**config.mk**
```make
export PLATFORM = sky130hd
export DESIGN_NAME = ysyx_220053_mem_arbiter
export DESIGN_NICKNAME = d
export VERILOG_FILES = /design/src/rtl/ysyx_220053_mem_pkg.sv /design/src/rtl/ysyx_220053_rr_arb2.sv /design/src/rtl/ysyx_220053_mem_arbiter.sv
export SDC_FILE = /design/constraint.sdc
export NUM_CORES = 1
export LEC_CHECK = 0
export ABC_AREA = 1
export CAP_MARGIN = 15
export CELL_PAD_IN_SITES_DETAIL_PLACEMENT = 1
export CELL_PAD_IN_SITES_GLOBAL_PLACEMENT = 1
export CORE_AREA = 2 2 332 334
export CTS_BUF_LIST = sky130_fd_sc_hd__clkbuf_2
export DETAILED_ROUTE_END_ITERATION = 10
export DIE_AREA = 0 0 334 336
export PLACE_DENSITY_LB_ADDON = 0.1
export SETUP_SLACK_MARGIN = 0.15
export SLEW_MARGIN = 20
export SYNTH_ARGS = -nofsm -noshare
export SYNTH_HDL_FRONTEND = slang
export SYNTH_SLANG_ARGS = --single-unit
```
**constraint.sdc**
```tcl
create_clock -name clk -period 4.5 [get_ports clk]
set_clock_uncertainty 0.15 [all_clocks]
set_input_delay 0.9 -clock clk [delete_from_list [all_inputs] [get_ports clk]]
set_output_delay 0.9 -clock clk [all_outputs]
set_load 0.02 [all_outputs]
```
**src/rtl/ysyx_220053_mem_pkg.sv**
```systemverilog
// Shared definitions for the cache/memory refill path: FSM encoding, memory
// command codes and the default address/line widths.
package ysyx_220053_mem_pkg;

    localparam int unsigned MEM_AW = 64;
    localparam int unsigned MEM_DW = 128;

    localparam logic MEM_CMD_READ  = 1'b0;
    localparam logic MEM_CMD_WRITE = 1'b1;

    // Request/grant vector bit positions shared by the picker and the top
    localparam int unsigned REQ_I_BIT = 0;
    localparam int unsigned REQ_D_BIT = 1;

    typedef enum logic [1:0] {
        ST_IDLE  = 2'd0,
        ST_GNT_I = 2'd1,
        ST_GNT_D = 2'd2,
        ST_DONE  = 2'd3
    } arb_state_e;

    typedef enum logic {
        SIDE_I = 1'b0,
        SIDE_D = 1'b1
    } arb_side_e;

endpackage

```
**src/rtl/ysyx_220053_rr_arb2.sv**
```systemverilog
// Two-way round-robin picker: on contention the side that did not win last
// time is chosen; with no history yet, D_FIRST breaks the tie.
module ysyx_220053_rr_arb2
    import ysyx_220053_mem_pkg::*;
#(
    parameter bit D_FIRST = 1'b1
) (
    input  logic [1:0] req,
    input  arb_side_e  last_grant,
    input  logic       has_history,
    output logic [1:0] grant
);

    always_comb begin
        grant = 2'b00;
        case (req)
            2'b01: grant[REQ_I_BIT] = 1'b1;
            2'b10: grant[REQ_D_BIT] = 1'b1;
            2'b11: begin
                if (!has_history) begin
                    if (D_FIRST) grant[REQ_D_BIT] = 1'b1;
                    else         grant[REQ_I_BIT] = 1'b1;
                end else if (last_grant == SIDE_D) begin
                    grant[REQ_I_BIT] = 1'b1;
                end else begin
                    grant[REQ_D_BIT] = 1'b1;
                end
            end
            default: grant = 2'b00;
        endcase
    end

endmodule

```
**src/rtl/ysyx_220053_mem_arbiter.sv**
```systemverilog
// Shares the single refill/writeback memory port between the I-cache and the
// D-cache, one transaction at a time, round-robin on contention.
module ysyx_220053_mem_arbiter
    import ysyx_220053_mem_pkg::*;
#(
    parameter int unsigned AW      = MEM_AW,
    parameter int unsigned DW      = MEM_DW,
    parameter bit          D_FIRST = 1'b1
) (
    input  logic          clk,
    input  logic          rst,

    input  logic [AW-1:0] i_rw_addr_i,
    input  logic          i_rw_req_i,
    input  logic          i_rw_valid_i,
    output logic [DW-1:0] i_data_read_o,
    output logic          i_rw_ready_o,

    input  logic [AW-1:0] d_rw_addr_i,
    input  logic          d_rw_req_i,
    input  logic          d_rw_valid_i,
    input  logic [DW-1:0] d_data_write_i,
    output logic [DW-1:0] d_data_read_o,
    output logic          d_rw_ready_o,

    output logic [AW-1:0] m_rw_addr_o,
    output logic          m_rw_req_o,
    output logic          m_rw_valid_o,
    output logic [DW-1:0] m_data_write_o,
    input  logic [DW-1:0] m_data_read_i,
    input  logic          m_rw_ready_i
);

    arb_state_e state;
    arb_side_e  last_grant;
    logic       has_history;
    logic [1:0] grant;

    ysyx_220053_rr_arb2 #(
        .D_FIRST (D_FIRST)
    ) u_rr_arb2 (
        .req         ({d_rw_valid_i, i_rw_valid_i}),
        .last_grant  (last_grant),
        .has_history (has_history),
        .grant       (grant)
    );

    // Grant FSM; a dropped valid abandons the grant without a ready pulse
    always_ff @(posedge clk or posedge rst) begin
        if (rst) begin
            state       <= ST_IDLE;
            last_grant  <= SIDE_I;
            has_history <= 1'b0;
        end else begin
            case (state)
                ST_IDLE: begin
                    if (grant[REQ_D_BIT]) begin
                        state       <= ST_GNT_D;
                        last_grant  <= SIDE_D;
                        has_history <= 1'b1;
                    end else if (grant[REQ_I_BIT]) begin
                        state       <= ST_GNT_I;
                        last_grant  <= SIDE_I;
                        has_history <= 1'b1;
                    end
                end
                ST_GNT_I: begin
                    if (!i_rw_valid_i)     state <= ST_IDLE;
                    else if (m_rw_ready_i) state <= ST_DONE;
                end
                ST_GNT_D: begin
                    if (!d_rw_valid_i)     state <= ST_IDLE;
                    else if (m_rw_ready_i) state <= ST_DONE;
                end
                ST_DONE: state <= ST_IDLE;
                default: state <= ST_IDLE;
            endcase
        end
    end

    // Request passthrough and response routing; the idle side always sees zeros
    always_comb begin
        m_rw_addr_o    = '0;
        m_rw_req_o     = MEM_CMD_READ;
        m_rw_valid_o   = 1'b0;
        m_data_write_o = '0;
        i_rw_ready_o   = 1'b0;
        i_data_read_o  = '0;
        d_rw_ready_o   = 1'b0;
        d_data_read_o  = '0;
        case (state)
            ST_GNT_I: begin
                m_rw_addr_o  = i_rw_addr_i;
                m_rw_valid_o = i_rw_valid_i;
                if (i_rw_valid_i && m_rw_ready_i) begin
                    i_rw_ready_o  = 1'b1;
                    i_data_read_o = m_data_read_i;
                end
            end
            ST_GNT_D: begin
                m_rw_addr_o    = d_rw_addr_i;
                m_rw_req_o     = d_rw_req_i;
                m_rw_valid_o   = d_rw_valid_i;
                m_data_write_o = d_data_write_i;
                if (d_rw_valid_i && m_rw_ready_i) begin
                    d_rw_ready_o  = 1'b1;
                    d_data_read_o = m_data_read_i;
                end
            end
            default: ;
        endcase
    end

    // Requesters must hold valid until ready; the I-side never writes
    a_i_hold: assert property (@(posedge clk) disable iff (rst)
        (state == ST_GNT_I) |-> i_rw_valid_i);
    a_d_hold: assert property (@(posedge clk) disable iff (rst)
        (state == ST_GNT_D) |-> d_rw_valid_i);
    a_i_read: assert property (@(posedge clk) disable iff (rst)
        (state == ST_GNT_I) |-> (i_rw_req_i == MEM_CMD_READ));

endmodule

```
==> flow_summary.yaml <==
job:
  max-cap-violations: 0
clocking:
  cts_sinks: 4
  cts_made_buffers: 3
  htreeDepth: 1
  root_buffer: "clkbuf_2"
  ctsResizeCount: 0
  cts_tree: "yes"
  clkLatencyLatePin_ns: 0.21
  cts_setup_buffers: 0
  cts_buffer_depth: 2
  path_clk_slew_ns: 0.04
  postCtsHoldBufs: 0
worst_setup_path:
  crit_arrival_ns: 2.97
  startpoint_type: "input port"
  worst_path_largest_cell_delay_ns: 0.64
  cp.buffers_inverters: 4
  r2r_slack_ns: 2.96
  critPathKind: "in2out"
  path_cells: "clkdlybuf4s50_1, nand2_1, nor2_2, inv_4, buf_12, nor2_1, clkdlybuf4s50_1"
  required_ns: 3.45
  path_common_cell: "clkdlybuf4s50_1"
  end_kind: "output port"
  crit_fanout: 40
  cpMaxStageDelayCell: "clkdlybuf4s50_1"
  cp_top_family: "buffers and inverters"
synth:
  netlist_instances: 944
  ys_types: 19
  netlist_area_um2: 4190
  synth_nets: 1341
  synth.avg_cell_area_um2: 4.43
  ys_ff_latch: 4
  synth_seq_area_share_pct: 2.39
  yosysWarnings: 0
global_route:
  grt_pass1_vias: 9124
  grt_usage_pct: 9.10
  grt_first_pass_wirelength_mm: 72.7
  grtUsageMet3_pct: 4.35
  antenna_found_initial: 12
  grt_start_max_net_pins: 66
  grt_use_met1_pct: 7.64
  grt-busiest-layer: "met2"
  use_met2_pct: 19.3
  grt-ovfl-total: 0
power:
  pwr_density_cell_nw_per_um2: 289
  vdd_drop_max_mv: 0.194
  leakage_nw: 6.23
  power_mw: 4.10
timing:
  worst_pin_slew_ns: 0.642
  hold_slack_ns: 0.316
  slew_headroom_pct: 57.2
  finalHoldViolCount: 0
  rsz0062_at_grt: "false"
  setup_tns_ns: 0
  drv_slew: 0
  fin_crit_ns: 4.02
  period_share_pct: 89.3
  setup_viol: 0
  fmax_ghz: 0.249
place:
  place_hpwl_mm: 49.0
  io_buffers: 841
  place_congestion: 0.783
detailed_routing:
  drt_iter0_markers: 175
  avgViaCountPerCell: 2.68
  drt-wirelength-per-cell_um: 17.3
  ant_nets: 0
  vias: 8476
  finalWirelength_mm: 54.7
  drc: 0
  first_pass_iters: 4
floorplan:
  fp-row-count: 121
  die_h_um: 336
  dieWidth_um: 334
  die_area_um2: 112000
  ioPinCount: 843
  initial_core_util_pct: 3.86
  core-area_um2: 108000
cells_and_area:
  area_delta_synth_final_pct: 239
  final_common_cell: "clkdlybuf4s50_1"
  nNetsFinal: 2144
  layout_common_cells: "841 x clkdlybuf4s50_1, 271 x nand2_1, 264 x inv_1"
  drive_gt1_share_pct: 4.76
outcome:
  status: "completed"
min_path:
  holdCritPathClass: "reg2reg"
==> state kept, by name (all words and copies together), names as in the netlist <==
signal	cells
state	2
has_history	1
last_grant	1
==> logic make-up after synthesis <==
| kind of cell | count (synthesis) | synth area share, % |
|---|---|---|
| buffers and inverters | 331 | 35.1 |
| and+or+nand+nor | 536 | 52.7 |
| adders and majority gates | 6 | 1.79 |
| DFF | 4 | 2.39 |
| AOI/OAI and AO/OA | 67 | 8.07 |
==> layer usage <==
layer / vias up / routed length, um
li1: 4193 / -
met1: 3795 / 16300
met2: 456 / 31500
met3: 26 / 6250
met4: 6 / 569
met5: - / 33
==> through the flow <==
stage               std cells  instance area (um2)  worst slack [ns]  util (%)
floorplan                 944                 4190              1.56         -
global placement         3156                14200             0.419      13.1
detailed placement       3156                14200             0.395      13.1
CTS                      3159                14200             0.397      13.1
global route             3162                14200             0.295      13.1
finish                   3166                14200             0.480      13.1
==> final timing paths <==
check | cells past startpoint | start | endpoint
setup / recovery | 7 | i_rw_valid_i | i_data_read_o[24]
hold reg to reg | 2 | has_history | has_history
min in group asynchronous | 2 | rst | state[1]
max in group asynchronous | 2 | rst | has_history
hold / removal | 2 | has_history | has_history
setup reg to reg | 8 | state[0] | state[0]
==> Yosys cell counts <==
cell type / count / area share (%)
a21oi_1: 65 / 7.8
buf_1: 7 / 0.63
buf_2: 15 / 1.8
buf_4: 2 / 0.36
buf_6: 25 / 6.7
buf_8: 1 / 0.36
clkbuf_1: 14 / 1.3
dfrtp_1: 4 / 2.4
ha_1: 6 / 1.8
inv_1: 265 / 24
inv_2: 2 / 0.18
nand2_1: 271 / 24
nand2_2: 1 / 0.15
nand3_1: 5 / 0.60
nor2_1: 207 / 19
nor2_2: 41 / 6.1
nor2_4: 11 / 3.0
o211ai_1: 1 / 0.18
o21ai_0: 1 / 0.12
==> worst min-delay path, cell delays in order (launching register included) <==
cell     delay (ns)
dfrtp_1        0.34
inv_1          0.04
nand2_1        0.05
==> power by group <==
| group | total [mW] | internal [mW] | leakage (nW) | switching [mW] |
|---|---|---|---|---|
| logic | 4.00 | 1.66 | 6.17 | 2.34 |
| registers | 0.0661 | 0.0492 | 0.0459 | 0.0169 |
| clock network | 0.0323 | 0.0179 | 0.0125 | 0.0144 |
==> layout make-up <==
cell class / instances / area [um2]
tap: 1414 / 1770
timing repair buffer: 862 / 8660
inverter: 267 / 1010
fill: 13200 / 94200
clock buffer: 3 / 15.0
antenna: 7 / 17.5
multi-input combinational: 609 / 2640
sequential: 4 / 100
Power figures use the tool's default switching activity.
